File: src/rtl/nand_prog_target_pkg.sv
// nand_prog_target_pkg: command opcodes and FSM state encodings shared between
// the B-side program target and the page-copy controller.
package nand_prog_target_pkg;

  localparam logic [7:0] CMD_PROG_SETUP   = 8'h80;
  localparam logic [7:0] CMD_PROG_CONFIRM = 8'h10;
  localparam logic [7:0] CMD_RESET        = 8'hFF;
  localparam logic [7:0] CMD_STATUS       = 8'h70;

  typedef enum logic [2:0] {
    ST_IDLE   = 3'd0,
    ST_ADDR   = 3'd1,
    ST_DATA   = 3'd2,
    ST_PROG   = 3'd3,
    ST_STATUS = 3'd4
  } nand_state_t;

endpackage

File: src/rtl/nand_prog_target_page_buf.sv
// nand_page_buf: one-page byte buffer, single write port and a single read
// port whose data appears one clock after the read address is presented.
module nand_page_buf #(
  parameter int PAGE_BYTES = 512,
  parameter int COL_W      = 9
) (
  input  logic             clk,
  input  logic             rst,
  input  logic             wr_en,
  input  logic [COL_W-1:0] wr_addr,
  input  logic [7:0]       wr_data,
  input  logic             rd_en,
  input  logic [COL_W-1:0] rd_addr,
  output logic [7:0]       rd_data
);

  logic [7:0] mem [PAGE_BYTES];

  // Storage is never cleared so page contents survive aborts and resets
  always_ff @(posedge clk) begin
    if (wr_en) mem[wr_addr] <= wr_data;
  end

  // Registered read; cleared on reset so the store data output starts at zero
  always_ff @(posedge clk) begin
    if (rst)        rd_data <= 8'h00;
    else if (rd_en) rd_data <= mem[rd_addr];
  end

endmodule

File: src/rtl/nand_prog_target.sv
// nand_prog_target: NAND page-program target on the destination flash bus.
// Collects 0x80/address/data/0x10 sequences into a page buffer, then drains
// the page into a byte-wide backing store while holding F_RB low.
// Define NAND_STATUS_EN to enable the 0x70 status-read command.
module nand_prog_target
  import nand_prog_target_pkg::*;
#(
  parameter int PAGE_BYTES = 512,
  parameter int COL_W      = 9,
  parameter int ROW_W      = 9,
  parameter int T_PROG     = 64
) (
  input  logic                   clk,
  input  logic                   rst,
  input  logic [7:0]             F_IO,
  input  logic                   F_CLE,
  input  logic                   F_ALE,
  input  logic                   F_WEN,
  input  logic                   F_REN,
  output logic [7:0]             F_IO_OUT,
  output logic                   F_IO_OE,
  output logic                   F_RB,
  output logic                   mem_we,
  output logic [ROW_W+COL_W-1:0] mem_addr,
  output logic [7:0]             mem_wdata,
  output logic                   prog_err
);

  localparam logic [COL_W:0]     PAGE_CNT   = (COL_W+1)'(PAGE_BYTES);
  localparam int                 TIMER_W    = $clog2(T_PROG + 1);
  localparam logic [TIMER_W-1:0] TIMER_MAX  = TIMER_W'(T_PROG);
  localparam logic [TIMER_W-1:0] TIMER_DONE = TIMER_W'(T_PROG - 1);

  nand_state_t        state, state_n, ret_state, ret_n;
  logic [1:0]         addr_idx, addr_idx_n;
  logic [COL_W-1:0]   col, col_n;
  logic [ROW_W-1:0]   row, row_n;
  logic [COL_W:0]     count, count_n;
  logic [COL_W:0]     drain_cnt;
  logic [TIMER_W-1:0] timer;
  logic               ready_q;
  logic               buf_we, start_prog, short_err, abort;
  logic               drain_done, prog_release, rd_en;

  wire is_cmd  = ~F_WEN &  F_CLE & ~F_ALE;
  wire is_addr = ~F_WEN & ~F_CLE &  F_ALE;
  wire is_data = ~F_WEN & ~F_CLE & ~F_ALE;

  assign drain_done   = (drain_cnt == PAGE_CNT);
  assign prog_release = ~ready_q & drain_done & (timer >= TIMER_DONE);
  assign rd_en        = ~ready_q & ~drain_done & ~abort;
  assign F_RB         = ready_q;

  nand_page_buf #(
    .PAGE_BYTES(PAGE_BYTES),
    .COL_W     (COL_W)
  ) u_buf (
    .clk    (clk),
    .rst    (rst),
    .wr_en  (buf_we),
    .wr_addr(col),
    .wr_data(F_IO),
    .rd_en  (rd_en),
    .rd_addr(drain_cnt[COL_W-1:0]),
    .rd_data(mem_wdata)
  );

  // Protocol state, address phase progress, column pointer and page byte count
  always_ff @(posedge clk) begin
    if (rst) begin
      state     <= ST_IDLE;
      ret_state <= ST_IDLE;
      addr_idx  <= 2'd0;
      col       <= '0;
      row       <= '0;
      count     <= '0;
    end else begin
      state     <= state_n;
      ret_state <= ret_n;
      addr_idx  <= addr_idx_n;
      col       <= col_n;
      row       <= row_n;
      count     <= count_n;
    end
  end

  // Decode each sampled bus cycle against the current state; 0xFF wins everywhere
  always_comb begin
    state_n    = state;
    ret_n      = ret_state;
    addr_idx_n = addr_idx;
    col_n      = col;
    row_n      = row;
    count_n    = count;
    buf_we     = 1'b0;
    start_prog = 1'b0;
    short_err  = 1'b0;
    abort      = 1'b0;
    if (is_cmd && F_IO == CMD_RESET) begin
      state_n = ST_IDLE;
      abort   = 1'b1;
    end else begin
      case (state)
        ST_IDLE: begin
          if (is_cmd && F_IO == CMD_PROG_SETUP) begin
            state_n    = ST_ADDR;
            addr_idx_n = 2'd0;
            count_n    = '0;
          end
`ifdef NAND_STATUS_EN
          if (is_cmd && F_IO == CMD_STATUS) begin
            ret_n   = ST_IDLE;
            state_n = ST_STATUS;
          end
`endif
        end
        ST_ADDR, ST_DATA: begin
          if (is_cmd && F_IO == CMD_PROG_SETUP) begin
            state_n    = ST_ADDR;
            addr_idx_n = 2'd0;
            count_n    = '0;
          end else if (state == ST_ADDR && is_addr) begin
            case (addr_idx)
              2'd0:    col_n[7:0]       = F_IO;
              2'd1:    col_n[COL_W-1:8] = F_IO[COL_W-9:0];
              2'd2:    row_n[7:0]       = F_IO;
              default: row_n[ROW_W-1:8] = F_IO[ROW_W-9:0];
            endcase
            addr_idx_n = addr_idx + 2'd1;
            if (addr_idx == 2'd3) state_n = ST_DATA;
          end else if (state == ST_DATA && is_data) begin
            buf_we = 1'b1;
            col_n  = col + COL_W'(1);
            if (count != PAGE_CNT) count_n = count + (COL_W+1)'(1);
          end else if (state == ST_DATA && is_cmd && F_IO == CMD_PROG_CONFIRM) begin
            if (count == PAGE_CNT) begin
              start_prog = 1'b1;
              state_n    = ST_PROG;
            end else begin
              short_err = 1'b1;
              state_n   = ST_IDLE;
            end
          end
        end
        ST_PROG: begin
          if (prog_release) state_n = ST_IDLE;
`ifdef NAND_STATUS_EN
          if (is_cmd && F_IO == CMD_STATUS) begin
            ret_n   = prog_release ? ST_IDLE : ST_PROG;
            state_n = ST_STATUS;
          end
`endif
        end
        ST_STATUS: begin
          if (prog_release) ret_n = ST_IDLE;
          if (is_cmd) state_n = prog_release ? ST_IDLE : ret_state;
        end
        default: state_n = ST_IDLE;
      endcase
    end
  end

  // Drain engine: one store write per cycle, busy held for at least T_PROG cycles
  always_ff @(posedge clk) begin
    if (rst) begin
      ready_q   <= 1'b1;
      mem_we    <= 1'b0;
      mem_addr  <= '0;
      drain_cnt <= '0;
      timer     <= '0;
      prog_err  <= 1'b0;
    end else begin
      mem_we <= 1'b0;
      if (abort) begin
        ready_q <= 1'b1;
      end else if (start_prog) begin
        ready_q   <= 1'b0;
        drain_cnt <= '0;
        timer     <= '0;
        prog_err  <= 1'b0;
      end else if (!ready_q) begin
        if (!drain_done) begin
          mem_we    <= 1'b1;
          mem_addr  <= {row, drain_cnt[COL_W-1:0]};
          drain_cnt <= drain_cnt + (COL_W+1)'(1);
        end
        if (timer != TIMER_MAX) timer <= timer + TIMER_W'(1);
        if (prog_release) ready_q <= 1'b1;
      end
      if (short_err) prog_err <= 1'b1;
    end
  end

`ifdef NAND_STATUS_EN
  assign F_IO_OE  = (state == ST_STATUS) && !F_REN;
  assign F_IO_OUT = F_IO_OE ? {ready_q, 6'd0, prog_err} : 8'h00;
`else
  logic unused_ren;
  assign unused_ren = F_REN;
  assign F_IO_OE    = 1'b0;
  assign F_IO_OUT   = 8'h00;
`endif

endmodule

File: config.mk
export PLATFORM = sky130hd
export DESIGN_NAME = nand_prog_target
export DESIGN_NICKNAME = d
export VERILOG_FILES = /design/src/rtl/nand_prog_target_pkg.sv /design/src/rtl/nand_prog_target_page_buf.sv /design/src/rtl/nand_prog_target.sv
export SDC_FILE = /design/constraint.sdc
export NUM_CORES = 2
export LEC_CHECK = 0
export CAP_MARGIN = 20
export CORE_ASPECT_RATIO = 0.7
export CORE_MARGIN = 1
export CORE_UTILIZATION = 55
export CTS_CLUSTER_DIAMETER = 60
export DETAILED_ROUTE_END_ITERATION = 6
export PLACE_DENSITY = 0.69
export SYNTH_ARGS = -nofsm -noshare
export SYNTH_HDL_FRONTEND = slang
export SYNTH_SLANG_ARGS = --single-unit
File: constraint.sdc
create_clock -name clk -period 4.4 [get_ports clk]
set_input_delay 1.32 -clock clk [delete_from_list [all_inputs] [get_ports clk]]
set_output_delay 1.32 -clock clk [all_outputs]
set_load 0.02 [all_outputs]
Word level (Yosys, flattened, before mapping)
Memories as Yosys holds them, arrays and structs flattened. A register that Yosys moved wholly into a read port is not among the register bits.
Cells that the tools add are included.
- reductions and logical operators: 29
- eq/ne operators: 29
- $lt $le $gt $ge: 1
- bitwise operators: 19
- multiplexer cells: 60
- $add $sub $neg: 5
- operators with widths (cell ; count):
    $mux 10 ; 8
    $mux 1 ; 30
    $mux 3 ; 9
    $mux 7 ; 3
    $add 10x1->10 const B ; 2
    $eq 10x10->1 const B ; 2
    $pmux 10 s2 ; 1
    $reduce_and 5->1 ; 4
    $mux 9 ; 2
    $eq 8x8->1 const B ; 2
    $ne 3x3->1 const B ; 4
    $ne 4x4->1 const B ; 3
    $pmux 3 s4 ; 1
    $reduce_and 6->1 ; 2
    $ne 10x10->1 const B ; 1
    $ne 2x2->1 const B ; 5
    $not 1->1 ; 10
    $add 9x1->9 const B ; 1
    $and 1x1->1 ; 9
    $eq 8x5->1 const B ; 1
    $mux 2 ; 4
    $mux 8 ; 1
    $reduce_and 4->1 ; 2
    $reduce_bool 2->1 ; 4
    other kinds (19) ; 32
- memories kept: 1
- output and inout bits: 38
- memory bits (writable): 4096
- bits in registers: 74
- word-level logic and storage cells: 158
- bits of input ports: 14
- memory list (name ; depth ; width ; rd ports ; clocked after memory_dff ; write ports ; line ; RTL):
    u_buf.mem ; 512 ; 8 ; 1 ; 1 ; 1 ; nand_prog_target_page_buf.sv:17 ; logic [7:0] mem [PAGE_BYTES];

Longest topological paths before layout
- word-level depth: 14
- depth in mapped cells: 18
- gate-level depth less buffers: 9

Cells and area by module
From an unflattened synthesis, not the netlist that was laid out.
- cell total of the unflattened synthesis: 7862
- area, all modules: 163553.1 sq um
- modules (own cells, without submodules) (module ; cells an instance ; area each (sq um) ; seq. area each (sq um) ; times used):
    nand_page_buf ; 7391 ; 159767.0 ; 123158.1 ; 1
    nand_prog_target ; 471 ; 3786.1 ; 1481.4 ; 1

Least setup slack after synthesis
OpenSTA, ideal clock, no wires.
- kind: in2reg
- start: input port F_WEN
- end: memory u_buf.mem[6][0], enable pin
- slack: 683 ps
- stages on the path: 8
- data required time: 4030 ps
- buffers on the path: 2
- data arrival time: 3347 ps
- cell sequence: nor3b_1 nand2_1 or2_0 clkbuf_1 nor4_1 nand2_1 clkbuf_1 nor2_1
- longest elaborated chain between the ends: 11
- elaborated cells on any way between the ends: 17
- RTL lines (element ; line ; RTL):
    start: declaration ; nand_prog_target.sv:18 ; input logic F_WEN,
    $not 1->1 * ; nand_prog_target.sv:45, nand_prog_target.sv:46, nand_prog_target.sv:47 ;
    $and 1x1->1 ; nand_prog_target.sv:46, nand_prog_target.sv:47 ;
    $and 1x1->1 ; nand_prog_target.sv:47 ; wire is_data = ~F_WEN & ~F_CLE & ~F_ALE;
    $logic_and 1x1->1 ; nand_prog_target.sv:131 ; end else if (state == ST_DATA && is_data) begin
    $mux 1 ; nand_prog_target.sv:131 ;
    $mux 1 ; nand_prog_target.sv:122 ; end else if (state == ST_ADDR && is_addr) begin
    $mux 1 ; nand_prog_target.sv:118 ; if (is_cmd && F_IO == CMD_PROG_SETUP) begin
    $mux 1 ; nand_prog_target.sv:103 ; case (state)
    $mux 1 * ; nand_prog_target.sv:99 ; if (is_cmd && F_IO == CMD_RESET) begin
    $mux 1 * ; nand_prog_target_page_buf.sv:21 ; if (wr_en) mem[wr_addr] <= wr_data;
    $mux 1 (not written as such) * ; nand_prog_target_page_buf.sv:21 ;
    end: declaration ; nand_prog_target_page_buf.sv:17 ;
Every way passes the cells marked *; elsewhere a longest branch is shown, timed or not.

Final worst setup path
- start: register drain_cnt[1]
- end: register u_buf.rd_data[6] (read register of u_buf.mem)
- longest elaborated chain between the ends: 4
- RTL lines (element ; line ; RTL):
    start: declaration ; nand_prog_target.sv:39 ; logic [COL_W:0] drain_cnt;
    start signal: assignment ; nand_prog_target.sv:185 ; drain_cnt <= drain_cnt + (COL_W+1)'(1);
    $eq 10x10->1 ; nand_prog_target.sv:49 ; assign drain_done = (drain_cnt == PAGE_CNT);
    $not 1->1 (no source line) ; - ;
    $and 1x1->1 (2 in series) ; nand_prog_target.sv:51 ; assign rd_en = ~ready_q & ~drain_done & ~abort;
    end: declaration ; nand_prog_target_page_buf.sv:14 ; output logic [7:0] rd_data
Several ways; a longest one is shown, not always the timed one.
A chain may end at the register's enable or synchronous reset.

==> flow_summary_export.csv <==
group,metric,value,unit
outcome,status,"completed",
die,initial_core_util,55.46,%
route,drt_iter0_drc,15464,
worst_setup_path,path_class,"flip-flop to flip-flop",
route,detail-route-antenna-nets,0,
clock_network,cts_max_path_buffers,4,
clock_network,cts_tree,"built",
clock_network,h-tree-depth,5,
power_and_ir_drop,p_leak,59.48,nW
worst_setup_path,critPathMostFrequentCell,"buf_4",
global_routing,grt.total_usage,30.88,%
cells_and_area,fin_cells,13350,
clock_network,path_clk_slew,0.06,ns
timing,period_minus_slack,4.346,ns
placed_design,dp.cells,12637,
timing,drv_slew,0,
yosys,ys_ff_latch,4178,
cells_and_area,area_growth,15.59,%
route,wirelength,461700,µm
power_and_ir_drop,design_power_total,77.55,mW
yosys,synthFlopType,"edfxtp_1",
timing,finalHoldViolCount,0,
placed_design,io_buffers,41,
worst_setup_path,cp.required,5.17,ns
cells_and_area,mostFrequentLayoutCells,"4,096 x edfxtp_1, 1,122 x buf_4, 916 x mux4_2, 614 x nor2_1, 394 x clkbuf_16",
die,die_h,457.0,µm
clock_network,cts-root-buf,"clkbuf_16",
yosys,ys_warn_count,0,
timing,setup_viol,0,
timing,fin_skew,0.05232,ns
worst_setup_path,crit_arrival,5.12,ns
cells_and_area,nNetsFinal,9118,
route,vias,89102,
global_routing,grt_antenna_before_repair,31,
route,avgRoutedWirePerCell,34.59,µm
clock_network,clkLatencyLatePin,0.93,ns
yosys,synthCells,7941,
die,coreArea,293300,µm²
die,pin_count,52,
timing,rsz0062_at_grt,"false",
worst_setup_path,slowest_delay,0.89,ns
die,row_count,166,
worst_setup_path,cpMaxStageDelayCell,"dfxtp_4",
worst_setup_path,path_cells,"buf_4 -> mux4_2 -> a22o_1 -> a221oi_1 -> buf_4 -> o221ai_1 -> a32oi_1 -> o21ai_1",
yosys,syn_avg_cell_area,20.48,µm²
placed_design,place.detailed.hpwl,295200,µm
clock_network,cts.hold.buffers_added,0,
yosys,async_flop_share,0,%
die,die_x,652.0,µm
timing,max_clock_freq,230.1,MHz
yosys,yosys.area.top_type,"edfxtp_1",
timing,slew_headroom,6.708,%
route,drc,0,
timing,holdWs,0.4579,ns
worst_setup_path,startpoint_type,"flip-flop",
yosys,synth-edff-count,4096,
timing,tightest_slew,1.399,ns
clock_network,cts_sinks,4178,
placed_design,gp_congestion,0.9356,
worst_setup_path,worst_setup_path_end_kind,"flip-flop",
power_and_ir_drop,vdd_drop_max,0.0004013,V
global_routing,grt_pass1_vias,85811,
cells_and_area,drive_gt1_share,29.75,%
global_routing,grt_max_degree,165,
power_and_ir_drop,p_per_area,412.5,nW/µm²
route,firstDrtPassIters,6,
clock_network,numCtsBuffers,382,
yosys,yosysSeqAreaShare,76.63,%
yosys,ys_types,83,
worst_setup_path,path_max_fanout,52,
min_path,hold_path.class,"flip-flop to flip-flop",
die,dieArea,297900,µm²
timing,finalCritPeriodShare,98.76,%
yosys,netlist_area,162600,µm²
yosys,ys_top_cells_by_area,"edfxtp_1 76%, mux4_2 13%, mux2i_1 1.9%, nor2_1 1.4%, dfxtp_1 1.0%",
global_routing,grt_pass1_wl,647900,µm
cells_and_area,final_common_cell,"edfxtp_1",
yosys,synth_top_area_share,75.62,%
flow_run,cap_violations,0,
route,vias_per_cell,6.674,
global_routing,grt.overflow.total,0,
## worst paths after layout
path,start,end,slack [ns],cells past startpoint
worst min-delay path,mem_addr[14]$_SDFFE_PP0P_,mem_addr[14]$_SDFFE_PP0P_,0.46,2
worst max-delay path,drain_cnt[1]$_SDFFE_PP0P_,u_buf.rd_data[6]$_SDFFE_PP0P_,0.05,8
worst min register to register,mem_addr[14]$_SDFFE_PP0P_,mem_addr[14]$_SDFFE_PP0P_,0.46,2
worst max register to register,drain_cnt[1]$_SDFFE_PP0P_,u_buf.rd_data[6]$_SDFFE_PP0P_,0.05,8
## through the flow
stage / instance area (µm²) / setup TNS [ns] / setup WS (ns) / utilization, %
global route: 188000 / 0 / 0.1080 / 64.10
CTS: 187800 / 0 / 0.06078 / 64.04
detailed placement: 175700 / -0.5283 / -0.3481 / 59.89
floorplan: 162700 / 0 / 0.6827 / -
global placement: 175600 / -1.001 / -0.5941 / 59.88
finish: 188000 / 0 / 0.05443 / 64.11
## power by group
| part | total [mW] | internal, mW | switching (mW) |
|---|---|---|---|
| registers | 43.7 | 43.7 | 0.0142 |
| clock network | 32.8 | 18.2 | 14.6 |
| logic | 1.06 | 0.125 | 0.932 |
| total | 77.6 | 62.0 | 15.6 |
## what timing repair did
item	in CTS	in global routing
setup buffers	0	12
resized for setup	0	2
setup endpoints to repair	0	3
## per-layer routing
layer | up-vias | track usage, % | routed length, µm
li1 | 35186 | - | -
met1 | 46234 | 46.77 | 177700
met2 | 6850 | 43.18 | 197600
met3 | 810 | 9.784 | 70190
met4 | 22 | 9.539 | 16070
met5 | - | 0 | 156
## cell usage after synthesis, types with 20 or more instances
master and instances:
edfxtp_1 4096, mux4_2 916, nor2_1 618, mux2i_1 309, nand2_1 259, clkbuf_1 245
a21oi_1 173, a22oi_1 171, buf_2 93, dfxtp_1 82, o22ai_1 78, a221oi_1 75
buf_6 71, o21ai_0 71, nand3_1 67, buf_4 46, nor3_1 45, buf_1 33
a31oi_1 32, nor2b_1 25, o221ai_1 23, mux2_2 22, nand2b_1 20
## logic make-up (layout without fill, tap and decap cells)
group	Yosys count	in the layout	share of synthesized area, %
flip-flops	4178	4178	76.63
other	1	16	0.002306
multiplexers	1247	1247	14.74
adder cells (fa/ha/maj)	15	15	0.1154
buffers and inverters	533	1979	1.956
AO/OA/AOI/OAI	787	787	3.359
XOR/XNOR	22	22	0.1185
AND/OR/NAND/NOR	1158	1158	3.079
## final cells by class
type | count | area, µm²
multi-input combinational | 3238 | 35170
clock inverter | 231 | 2058
tap | 3948 | 4940
sequential | 4178 | 124700
clock buffer | 459 | 10090
fill | 19292 | 105300
inverter | 18 | 77.57
antenna | 7 | 17.52
timing repair buffer | 1271 | 11000
## worst max-delay path, delay by kind of cell (launching register included)
kind | cells | cell delay, ns
flip-flops | 1 | 0.89
multiplexers | 1 | 0.47
AO/OA/AOI/OAI | 5 | 1.72
buffers and inverters | 2 | 1.03
## state kept, by name, indices dropped and copies added (netlist names)
name / flops
ret_state: 3
col: 9
mem_addr: 18
prog_err: 1
u_buf.rd_data: 8
drain_cnt: 10
u_buf.mem: 4096
count: 10
row: 9
mem_we: 1
F_RB: 1
addr_idx: 2
timer: 7
state: 3
No activity file was read; power rests on OpenSTA's default activity.
